`config.mk`:
```
export PLATFORM = sky130hd
export DESIGN_NAME = pipeline_hazard_controller
export DESIGN_NICKNAME = d
export VERILOG_FILES = /design/src/rtl/pipeline_hazard_controller_pkg.sv /design/src/rtl/pipeline_hazard_controller_multdiv_busy_counter.sv /design/src/rtl/pipeline_hazard_controller.sv
export SDC_FILE = /design/constraint.sdc
export NUM_CORES = 1
export LEC_CHECK = 0
export BUFFER_PORTS_ARGS = -buffer_cell sky130_fd_sc_hd__buf_2
export CAP_MARGIN = 20
export CORE_ASPECT_RATIO = 1.1
export CORE_UTILIZATION = 40
export CTS_CLUSTER_DIAMETER = 150
export DETAILED_ROUTE_END_ITERATION = 7
export HOLD_SLACK_MARGIN = 0.08
export PLACE_DENSITY = 0.73
export SYNTH_ARGS = -nofsm -noshare
export SYNTH_HDL_FRONTEND = slang
export SYNTH_SLANG_ARGS = --single-unit
```
`constraint.sdc`:
```
create_clock -name clk -period 1.9 [get_ports clk]
set_input_delay 0.38 -clock clk [delete_from_list [all_inputs] [get_ports clk]]
set_output_delay 0.38 -clock clk [all_outputs]
set_load 0.05 [all_outputs]
```
`src/rtl/pipeline_hazard_controller_pkg.sv`:
```
// Shared CPU package for the hazard controller.
// Holds the forwarding-select encodings, the multiply/divide and halt state
// enums, and a register-match helper that never matches register 0.
package pipeline_hazard_controller_pkg;

  localparam int unsigned REG_W = 5;

  // Execute-stage operand source select.
  typedef enum logic [1:0] {
    FWD_REGFILE   = 2'b00,
    FWD_WRITEBACK = 2'b01,
    FWD_MEMORY    = 2'b10
  } fwd_sel_e;

  // Multiply/divide unit occupancy.
  typedef enum logic {
    MD_IDLE = 1'b0,
    MD_BUSY = 1'b1
  } multdiv_state_e;

  // Halt sequencing: let memory and writeback drain, then freeze.
  typedef enum logic [1:0] {
    HALT_RUN    = 2'b00,
    HALT_DRAIN  = 2'b01,
    HALT_HALTED = 2'b10
  } halt_state_e;

  // True when an enabled, nonzero destination equals the source register.
  function automatic logic reg_match(input logic [REG_W-1:0] dst,
                                     input logic [REG_W-1:0] src,
                                     input logic             wr_en);
    return wr_en && (dst != 5'd0) && (dst == src);
  endfunction

endpackage

```
`src/rtl/pipeline_hazard_controller_multdiv_busy_counter.sv`:
```
// Multiply/divide busy counter: busy for exactly MULT_CYCLES or DIV_CYCLES
// cycles after the start edge; a new start while busy restarts the count.
module multdiv_busy_counter
  import pipeline_hazard_controller_pkg::*;
#(
  parameter int unsigned MULT_CYCLES = 4,
  parameter int unsigned DIV_CYCLES  = 32
) (
  input  logic clk,
  input  logic reset,
  input  logic i_start,
  input  logic i_is_div,
  output logic o_busy
);

  localparam int unsigned MAX_CYCLES = (MULT_CYCLES > DIV_CYCLES) ? MULT_CYCLES : DIV_CYCLES;
  localparam int unsigned CNT_W      = $clog2(MAX_CYCLES + 1);

  multdiv_state_e   r_state;
  multdiv_state_e   w_state_nxt;
  logic [CNT_W-1:0] r_cnt;
  logic [CNT_W-1:0] w_cnt_nxt;
  logic [CNT_W-1:0] w_load;

  assign w_load = i_is_div ? CNT_W'(DIV_CYCLES) : CNT_W'(MULT_CYCLES);

  // State and count registers; reset abandons any operation in flight.
  always_ff @(posedge clk or negedge reset) begin
    if (!reset) begin
      r_state <= MD_IDLE;
      r_cnt   <= '0;
    end else begin
      r_state <= w_state_nxt;
      r_cnt   <= w_cnt_nxt;
    end
  end

  // Next state: load on start (also while busy), count down, leave at 1.
  always_comb begin
    w_state_nxt = r_state;
    w_cnt_nxt   = r_cnt;
    case (r_state)
      MD_IDLE: begin
        if (i_start) begin
          w_state_nxt = MD_BUSY;
          w_cnt_nxt   = w_load;
        end else begin
          w_state_nxt = MD_IDLE;
          w_cnt_nxt   = '0;
        end
      end
      MD_BUSY: begin
        if (i_start) begin
          w_state_nxt = MD_BUSY;
          w_cnt_nxt   = w_load;
        end else if (r_cnt == CNT_W'(1)) begin
          w_state_nxt = MD_IDLE;
          w_cnt_nxt   = '0;
        end else begin
          w_state_nxt = MD_BUSY;
          w_cnt_nxt   = r_cnt - CNT_W'(1);
        end
      end
      default: begin
        w_state_nxt = MD_IDLE;
        w_cnt_nxt   = '0;
      end
    endcase
  end

  assign o_busy = (r_state == MD_BUSY);

endmodule

```
`src/rtl/pipeline_hazard_controller.sv`:
```
// Pipeline hazard controller: load-use, branch-operand and HI/LO stalls,
// halt drain sequencing and operand forwarding selects.
// Optional feature macro: HAZARD_FORWARDING_EN. When undefined, forwarding
// selects are tied to 0 and any read-after-write on a decode source stalls.
module pipeline_hazard_controller
  import pipeline_hazard_controller_pkg::*;
#(
  parameter int unsigned MULT_CYCLES = 4,
  parameter int unsigned DIV_CYCLES  = 32
) (
  input  logic             clk,
  input  logic             reset,
  input  logic [REG_W-1:0] Rs_decode,
  input  logic [REG_W-1:0] Rt_decode,
  input  logic [REG_W-1:0] Rs_execute,
  input  logic [REG_W-1:0] Rt_execute,
  input  logic [REG_W-1:0] write_register_execute,
  input  logic [REG_W-1:0] write_register_memory,
  input  logic [REG_W-1:0] write_register_writeback,
  input  logic             register_write_execute,
  input  logic             register_write_memory,
  input  logic             register_write_writeback,
  input  logic             memory_to_register_execute,
  input  logic             memory_to_register_memory,
  input  logic             branch_decode,
  input  logic             using_HI_LO_decode,
  input  logic             multdiv_start_execute,
  input  logic             multdiv_is_div_execute,
  input  logic             HALT_execute,
  output logic             stall_fetch,
  output logic             stall_decode,
  output logic             clear_execute,
  output logic [1:0]       forward_A_execute,
  output logic [1:0]       forward_B_execute,
  output logic             forward_A_decode,
  output logic             forward_B_decode,
  output logic             multdiv_busy,
  output logic             halted
);

  halt_state_e r_halt_state;
  halt_state_e w_halt_nxt;
  logic        r_drain_cnt;
  logic        w_drain_nxt;

  logic        w_busy;
  logic        w_load_use;
  logic        w_branch_hazard;
  logic        w_hilo_hazard;
  logic        w_halt_stall;
  logic        w_raw_stall;
  logic        w_stall;
  fwd_sel_e    w_fwd_a;
  fwd_sel_e    w_fwd_b;
  logic        w_fwd_a_dec;
  logic        w_fwd_b_dec;

  multdiv_busy_counter #(
    .MULT_CYCLES (MULT_CYCLES),
    .DIV_CYCLES  (DIV_CYCLES)
  ) u_multdiv_busy_counter (
    .clk      (clk),
    .reset    (reset),
    .i_start  (multdiv_start_execute),
    .i_is_div (multdiv_is_div_execute),
    .o_busy   (w_busy)
  );

  // Halt state and drain-cycle registers.
  always_ff @(posedge clk or negedge reset) begin
    if (!reset) begin
      r_halt_state <= HALT_RUN;
      r_drain_cnt  <= 1'b0;
    end else begin
      r_halt_state <= w_halt_nxt;
      r_drain_cnt  <= w_drain_nxt;
    end
  end

  // Halt next state: two drain cycles (memory, writeback), then terminal.
  always_comb begin
    w_halt_nxt  = r_halt_state;
    w_drain_nxt = r_drain_cnt;
    case (r_halt_state)
      HALT_RUN: begin
        if (HALT_execute) begin
          w_halt_nxt  = HALT_DRAIN;
          w_drain_nxt = 1'b0;
        end else begin
          w_halt_nxt  = HALT_RUN;
          w_drain_nxt = 1'b0;
        end
      end
      HALT_DRAIN: begin
        if (r_drain_cnt) begin
          w_halt_nxt  = HALT_HALTED;
          w_drain_nxt = 1'b0;
        end else begin
          w_halt_nxt  = HALT_DRAIN;
          w_drain_nxt = 1'b1;
        end
      end
      HALT_HALTED: begin
        w_halt_nxt  = HALT_HALTED;
        w_drain_nxt = 1'b0;
      end
      default: begin
        w_halt_nxt  = HALT_RUN;
        w_drain_nxt = 1'b0;
      end
    endcase
  end

  // Stall sources common to both build variants.
  always_comb begin
    w_load_use = memory_to_register_execute &&
                 (reg_match(write_register_execute, Rs_decode, 1'b1) ||
                  reg_match(write_register_execute, Rt_decode, 1'b1));
    w_branch_hazard = branch_decode &&
                 (reg_match(write_register_execute, Rs_decode, register_write_execute) ||
                  reg_match(write_register_execute, Rt_decode, register_write_execute) ||
                  reg_match(write_register_memory, Rs_decode, memory_to_register_memory) ||
                  reg_match(write_register_memory, Rt_decode, memory_to_register_memory));
    w_hilo_hazard = using_HI_LO_decode && w_busy;
    w_halt_stall  = (r_halt_state != HALT_RUN) || HALT_execute;
  end

`ifdef HAZARD_FORWARDING_EN
  // Forwarding selects; the memory stage holds the younger value and wins.
  always_comb begin
    w_fwd_a = FWD_REGFILE;
    w_fwd_b = FWD_REGFILE;
    if (reg_match(write_register_memory, Rs_execute, register_write_memory)) begin
      w_fwd_a = FWD_MEMORY;
    end else if (reg_match(write_register_writeback, Rs_execute, register_write_writeback)) begin
      w_fwd_a = FWD_WRITEBACK;
    end else begin
      w_fwd_a = FWD_REGFILE;
    end
    if (reg_match(write_register_memory, Rt_execute, register_write_memory)) begin
      w_fwd_b = FWD_MEMORY;
    end else if (reg_match(write_register_writeback, Rt_execute, register_write_writeback)) begin
      w_fwd_b = FWD_WRITEBACK;
    end else begin
      w_fwd_b = FWD_REGFILE;
    end
    w_fwd_a_dec = reg_match(write_register_memory, Rs_decode, register_write_memory);
    w_fwd_b_dec = reg_match(write_register_memory, Rt_decode, register_write_memory);
    w_raw_stall = 1'b0;
  end
`else
  logic w_unused_exec_srcs;
  assign w_unused_exec_srcs = ^{Rs_execute, Rt_execute};

  // No bypass paths: any in-flight write to a decode source stalls.
  always_comb begin
    w_fwd_a     = FWD_REGFILE;
    w_fwd_b     = FWD_REGFILE;
    w_fwd_a_dec = 1'b0;
    w_fwd_b_dec = 1'b0;
    w_raw_stall = reg_match(write_register_execute,   Rs_decode, register_write_execute)   ||
                  reg_match(write_register_execute,   Rt_decode, register_write_execute)   ||
                  reg_match(write_register_memory,    Rs_decode, register_write_memory)    ||
                  reg_match(write_register_memory,    Rt_decode, register_write_memory)    ||
                  reg_match(write_register_writeback, Rs_decode, register_write_writeback) ||
                  reg_match(write_register_writeback, Rt_decode, register_write_writeback);
  end
`endif

  assign w_stall = w_halt_stall | w_load_use | w_branch_hazard | w_hilo_hazard | w_raw_stall;

  assign stall_fetch       = w_stall;
  assign stall_decode      = w_stall;
  assign clear_execute     = w_stall;
  assign forward_A_execute = w_fwd_a;
  assign forward_B_execute = w_fwd_b;
  assign forward_A_decode  = w_fwd_a_dec;
  assign forward_B_decode  = w_fwd_b_dec;
  assign multdiv_busy      = w_busy;
  assign halted            = (r_halt_state == HALT_HALTED);

endmodule

```
Yosys cells after proc, flatten, opt, wreduce, memory -nomap -nowiden --
Cells that the tools add are included.
Storage, ports and cells: register bits 10, input bits 47, output and inout port bits 11, logic and storage cells 64
Operators by class: add/sub/neg operators 1, equality and inequality tests 9, mux-type cells 14, bitwise operators 5, reductions and logical operators 31
Operator list (count):
- 5-bit equality test | 6
- 6-bit 2-to-1 mux | 4
- 1-bit logical AND | 17
- 5-bit nonzero test | 3
- 6-bit case mux with 2 select lines | 1
- 1-bit logical OR | 9
- 6-bit by 1-bit equality test with 1-bit output, second input constant | 1
- 1-bit 2-to-1 mux | 6
- 2-bit case mux with 3 select lines | 1
- 6-bit by 1-bit subtractor with 6-bit output, second input constant | 1
- 1-bit OR | 4
- 2-bit by 1-bit equality test with 1-bit output, second input constant | 1
- 2-bit equality test, second input constant | 1
- 2-bit logical NOT | 1
- 2-bit 2-to-1 mux | 1
- 1-bit case mux with 2 select lines | 1
- 2-bit nonzero test | 1
- 1-bit inverter | 1

Logic depth before layout (Yosys ltp) --
word-level depth 10, mapped depth 6, depth with buffers taken out 6

Hierarchy --
Synthesis repeated with hierarchy kept, for this count alone.
Unflattened totals: cells, all modules 108, area, all modules 934.6 µm²
Modules (own cells, without submodules):
- pipeline_hazard_controller | instances 1, cells an instance 74, area each 578.1 µm², seq. area each 75.1 µm²
- multdiv_busy_counter | instances 1, cells an instance 34, area each 356.6 µm², seq. area each 175.2 µm²

Least setup slack after synthesis --
Ideal clock, no wire load.
path kind input to output, start input write_register_writeback[1], end output stall_decode, arrival time 2025 ps, required time 1520 ps, setup slack -505 ps, cell stages on the path 4, buffers on the path 1, cell sequence or4_1 o221ai_1 nand4_1 buf_4
On the way: longest elaborated chain between the ends 6, elaborated cells on any way between the ends 9, classes of those cells 2 x eq/ne; 1 x bitwise; 6 x reduce/logical
RTL lines:
- from (decl) | line pipeline_hazard_controller.sv:19 | input logic [REG_W-1:0] write_register_writeback,
- 5-bit nonzero test | line pipeline_hazard_controller_pkg.sv:32 | return wr_en && (dst != 5'd0) && (dst == src);
- 1-bit logical AND (2 in a row) | line pipeline_hazard_controller_pkg.sv:32
- 1-bit logical OR | line pipeline_hazard_controller.sv:164 | reg_match(write_register_memory, Rt_decode, register_write_memory) ||
- 1-bit logical OR (*) | line pipeline_hazard_controller.sv:165 | reg_match(write_register_writeback, Rs_decode, register_write_writeback) ||
- 1-bit OR (*) | line pipeline_hazard_controller.sv:170 | assign w_stall = w_halt_stall | w_load_use | w_branch_hazard | w_hilo_hazard | w_raw_stall;
- to (decl) | line pipeline_hazard_controller.sv:31 | output logic stall_decode,
Mark *: on every way between the ends. The rest lies on a longest branch, timed or not.

Worst setup path after layout --
start input write_register_writeback[4], end output clear_execute
On the way: longest elaborated chain between the ends 6, elaborated cells on any way between the ends 9, classes of those cells 2 x eq/ne; 1 x bitwise; 6 x reduce/logical
RTL lines:
- 5-bit nonzero test | line pipeline_hazard_controller_pkg.sv:32
- 1-bit logical AND (2 in a row) | line pipeline_hazard_controller_pkg.sv:32
- 1-bit logical OR | line pipeline_hazard_controller.sv:164
- 1-bit logical OR (*) | line pipeline_hazard_controller.sv:165
- 1-bit OR (*) | line pipeline_hazard_controller.sv:170
- to (decl) | line pipeline_hazard_controller.sv:32 | output logic clear_execute,
Marked as above.

==> results by group <==
Final layout
  – Ant diodes: 0
  – Most common cell after layout, fill and taps aside: buf_2
  – Nets: 203
  – Layout cells sized above 1: 39.2%
  – Most frequent cells in the layout: buf_2 (35), xnor2_1 (23), xor2_1 (10), dfrtp_1 (10), buf_4 (7)
  – Fillers: 193
  – Layout area overhead: 39.1%
  – Final instance area: around 1300 µm²
  – Final Non-Filler Cells: 181
  – Register area: about 250 µm²
  – Multi-input logic area: roughly 660 µm²

Floorplan
  – DIE AREA: 2510 µm²
  – Die Wd: 47.9 µm
  – Row cnt: 17
  – Initial Util: 44.4%
  – Top Ports: 58
  – Die Y: ~52 µm
  – Core ar.: 2080 µm²

Hold path
  – Endpoint of the worst hold path: u_multdiv_busy_counter.r_cnt[1]
  – Hold crit path type: input pin to flop
  – Hold Path Depth: 2
  – HP Start: multdiv_start_execute

Synth
  – Post-synth EDFFs: 0
  – Cell count after synthesis: approximately 110
  – Sequential area share after synthesis: 27.0%
  – Post-Syn Area: 926 µm²
  – Syn avg cell area: 8.82 µm²
  – Seq cells post-synth: 10
  – Asr flop ratio synth: 100%
  – Yosys warning total: 0
  – Yosys cell types: 25
  – Synth Flop Type: dfrtp_1

Detailed routing
  – DR WL/cell: 12.5 µm
  – Final wirelength: 2.26 mm
  – Routed Antenna Nets: 0
  – Uppermost routed layer: met4
  – Met2 WL: between 1 and 1.5 mm
  – Via/cell ratio: 4.89
  – DR pass1 iterations: 4
  – Wl on met1: 872 µm
  – Via count: 885
  – Drt initial violations: 8
  – DRC errors left: 0
  – Routed met3 length: 146 µm

STA
  – Max Clk Rate: between 500 and 600 MHz
  – Final period util: 104%
  – Fin Clk Skew: between 2 and 3 ps
  – Setup Viol. Count Final: 3
  – Worst setup margin: -79.6 ps
  – Unrepaired setup endpoints after global routing: yes
  – Tmin final: 1980 ps
  – Endpoints failing hold: 0
  – Max Slew Vio Count: 0

Global route
  – Initial antenna violation count: 0
  – Gr usage total: 18.3%
  – Vias in the first global route: 815
  – Largest net degree at the start of global routing: 11
  – GR Overflow Total: 0
  – First-pass GRT wire length: 3.29 mm

Setup path
  – RR Startpoint: u_multdiv_busy_counter.r_cnt[1]
  – CP endpoint kind: output pin
  – FF-to-FF path depth: 6
  – Data arrival, critical path: 1600 ps
  – Crit path launch type: input pin
  – Critical path required time: approximately 1500 ps
  – Reg-to-reg slack, setup: roughly 420 ps
  – Largest fanout on the critical path: 3
  – Critical path class: input pin to output pin
  – Reg2Reg Capture Point: u_multdiv_busy_counter.r_cnt[5]

Run
  – Max-cap violations: 0

Pwr
  – P_int: 0.000678 W
  – Logic pwr share: 49.6%
  – Seq pwr share: 34.5%
  – Power Density: 906 nW/µm²
  – Switching Share: 41.9%
  – Net Sw Power: 0.000489 W
  – IR Drop Worst-Case VDD: 0.817 mV
  – Power share of the clock group: between 15 and 20%
  – Leak pwr: 0.575 nW

Status
  – Failing checks: negative setup slack
  – Status: finished with violations

Clock network
  – Clock Path Buffers: 2
  – Clk_lat worst skew: 260 ps
  – CTS root buffer: clkbuf_4
  – Clock sinks: 10
  – TritonCTS clock tree: done
  – Total CTS buffers: 3
  – H-tree levels: 1
  – Clk slew on worst S/H paths: 60 ps
  – Post-CTS setup repair buffer count: 0

Place
  – Placer's final routability congestion estimate: 0.850
  – Detailed Place HPWL: 1.86 mm
  – Placed insts: about 180
  – Placed Area: about 1200 µm²
  – Worst slack, placed: -128 ps
  – PortBufs: 41
layout make-up:
cell class / instances / area share, %
inverter: 4 / 1.17
sequential: 10 / 19.4
tap: 28 / 2.72
multi-input combinational: 88 / 51.6
clock buffer: 4 / 2.82
timing repair buffer: 47 / 22.3
per-layer routing:
metal / track usage, % / vias to the layer above
li1: - / 439
met1: 20.6 / 408
met2: 33.8 / 36
met3: 2.07 / 2
met4: 6.48 / 0
met5: 0 / -
critical path, cell delays in order:
cell	delay, ps
buf_8	100
or4_4	530
o221ai_2	170
nand4_1	170
buf_4	240
logic make-up after synthesis:
kind of cell,Yosys count,synth area share (%)
AOI/OAI and AO/OA,10,8.11
other,1,0.405
DFF,10,27.0
muxes,1,1.08
xor gates and xnor gates,34,32.2
adders and majority gates,2,2.70
buffers and inverters,12,8.11
and+or+nand+nor,35,20.4
synth_stat cells (3+ instances only):
master | n | area share, %
nand3_1 | 6 | 3.2
buf_4 | 8 | 6.5
inv_1 | 4 | 1.6
xor2_1 | 10 | 9.5
nand2_1 | 6 | 2.4
nor3_1 | 6 | 3.2
dfrtp_1 | 10 | 27
xnor2_1 | 24 | 23
nand2b_1 | 3 | 2.0
nor2_1 | 6 | 2.4
how the worst max path moves through the flow:
stage / cells after the start / slack, ps / from / to
after detailed placement: 5 / -130 / write_register_execute[1] / clear_execute
after global routing: 5 / -130 / write_register_execute[2] / clear_execute
after global placement: 5 / -130 / write_register_execute[1] / clear_execute
after CTS: 5 / -130 / write_register_execute[1] / clear_execute
after floorplan: 4 / -480 / write_register_execute[1] / stall_decode
final: 5 / -80 / write_register_writeback[4] / clear_execute
what timing repair did:
action                                  CTS  global route
hold endpoints to repair                 10             0
pin swaps                                 0             2
gates resized for setup                   1            21
hold buffers                              1             0
endpoints found under the setup margin    3             3
metrics by stage:
| step | power, W | hold slack, ps | setup TNS, ps | utilization [%] |
|---|---|---|---|---|
| 3_5_place_dp | 0.000948 | 245 | -380 | 55.8 |
| 2_1_floorplan | 0.000808 | 84.4 | -1060 | - |
| 5_1_grt | 0.00126 | 307 | -344 | 61.8 |
| 3_3_place_gp | 0.000924 | 245 | -397 | 55.8 |
| 6_report | 0.00117 | 302 | -201 | 61.8 |
| 4_1_cts | 0.00114 | 298 | -390 | 58.0 |
flip-flops by register name, summed over array words and instances, names as in the netlist:
register,flops
r_halt_state,2
r_drain_cnt,1
u_multdiv_busy_counter.o_busy,1
u_multdiv_busy_counter.r_cnt,6
power groups by stage:
| stage | Sequential [W] | Clock, W | Combinational, W |
|---|---|---|---|
| floorplan | 0.000394 | 0 | 0.000414 |
| global placement | 0.000393 | 0 | 0.000531 |
| detailed placement | 0.000402 | 0 | 0.000546 |
| CTS | 0.000399 | 0.000189 | 0.000555 |
| global route | 0.000421 | 0.000199 | 0.000639 |
| finish | 0.000403 | 0.000185 | 0.000578 |
No activity file was read; power rests on OpenSTA's default activity.
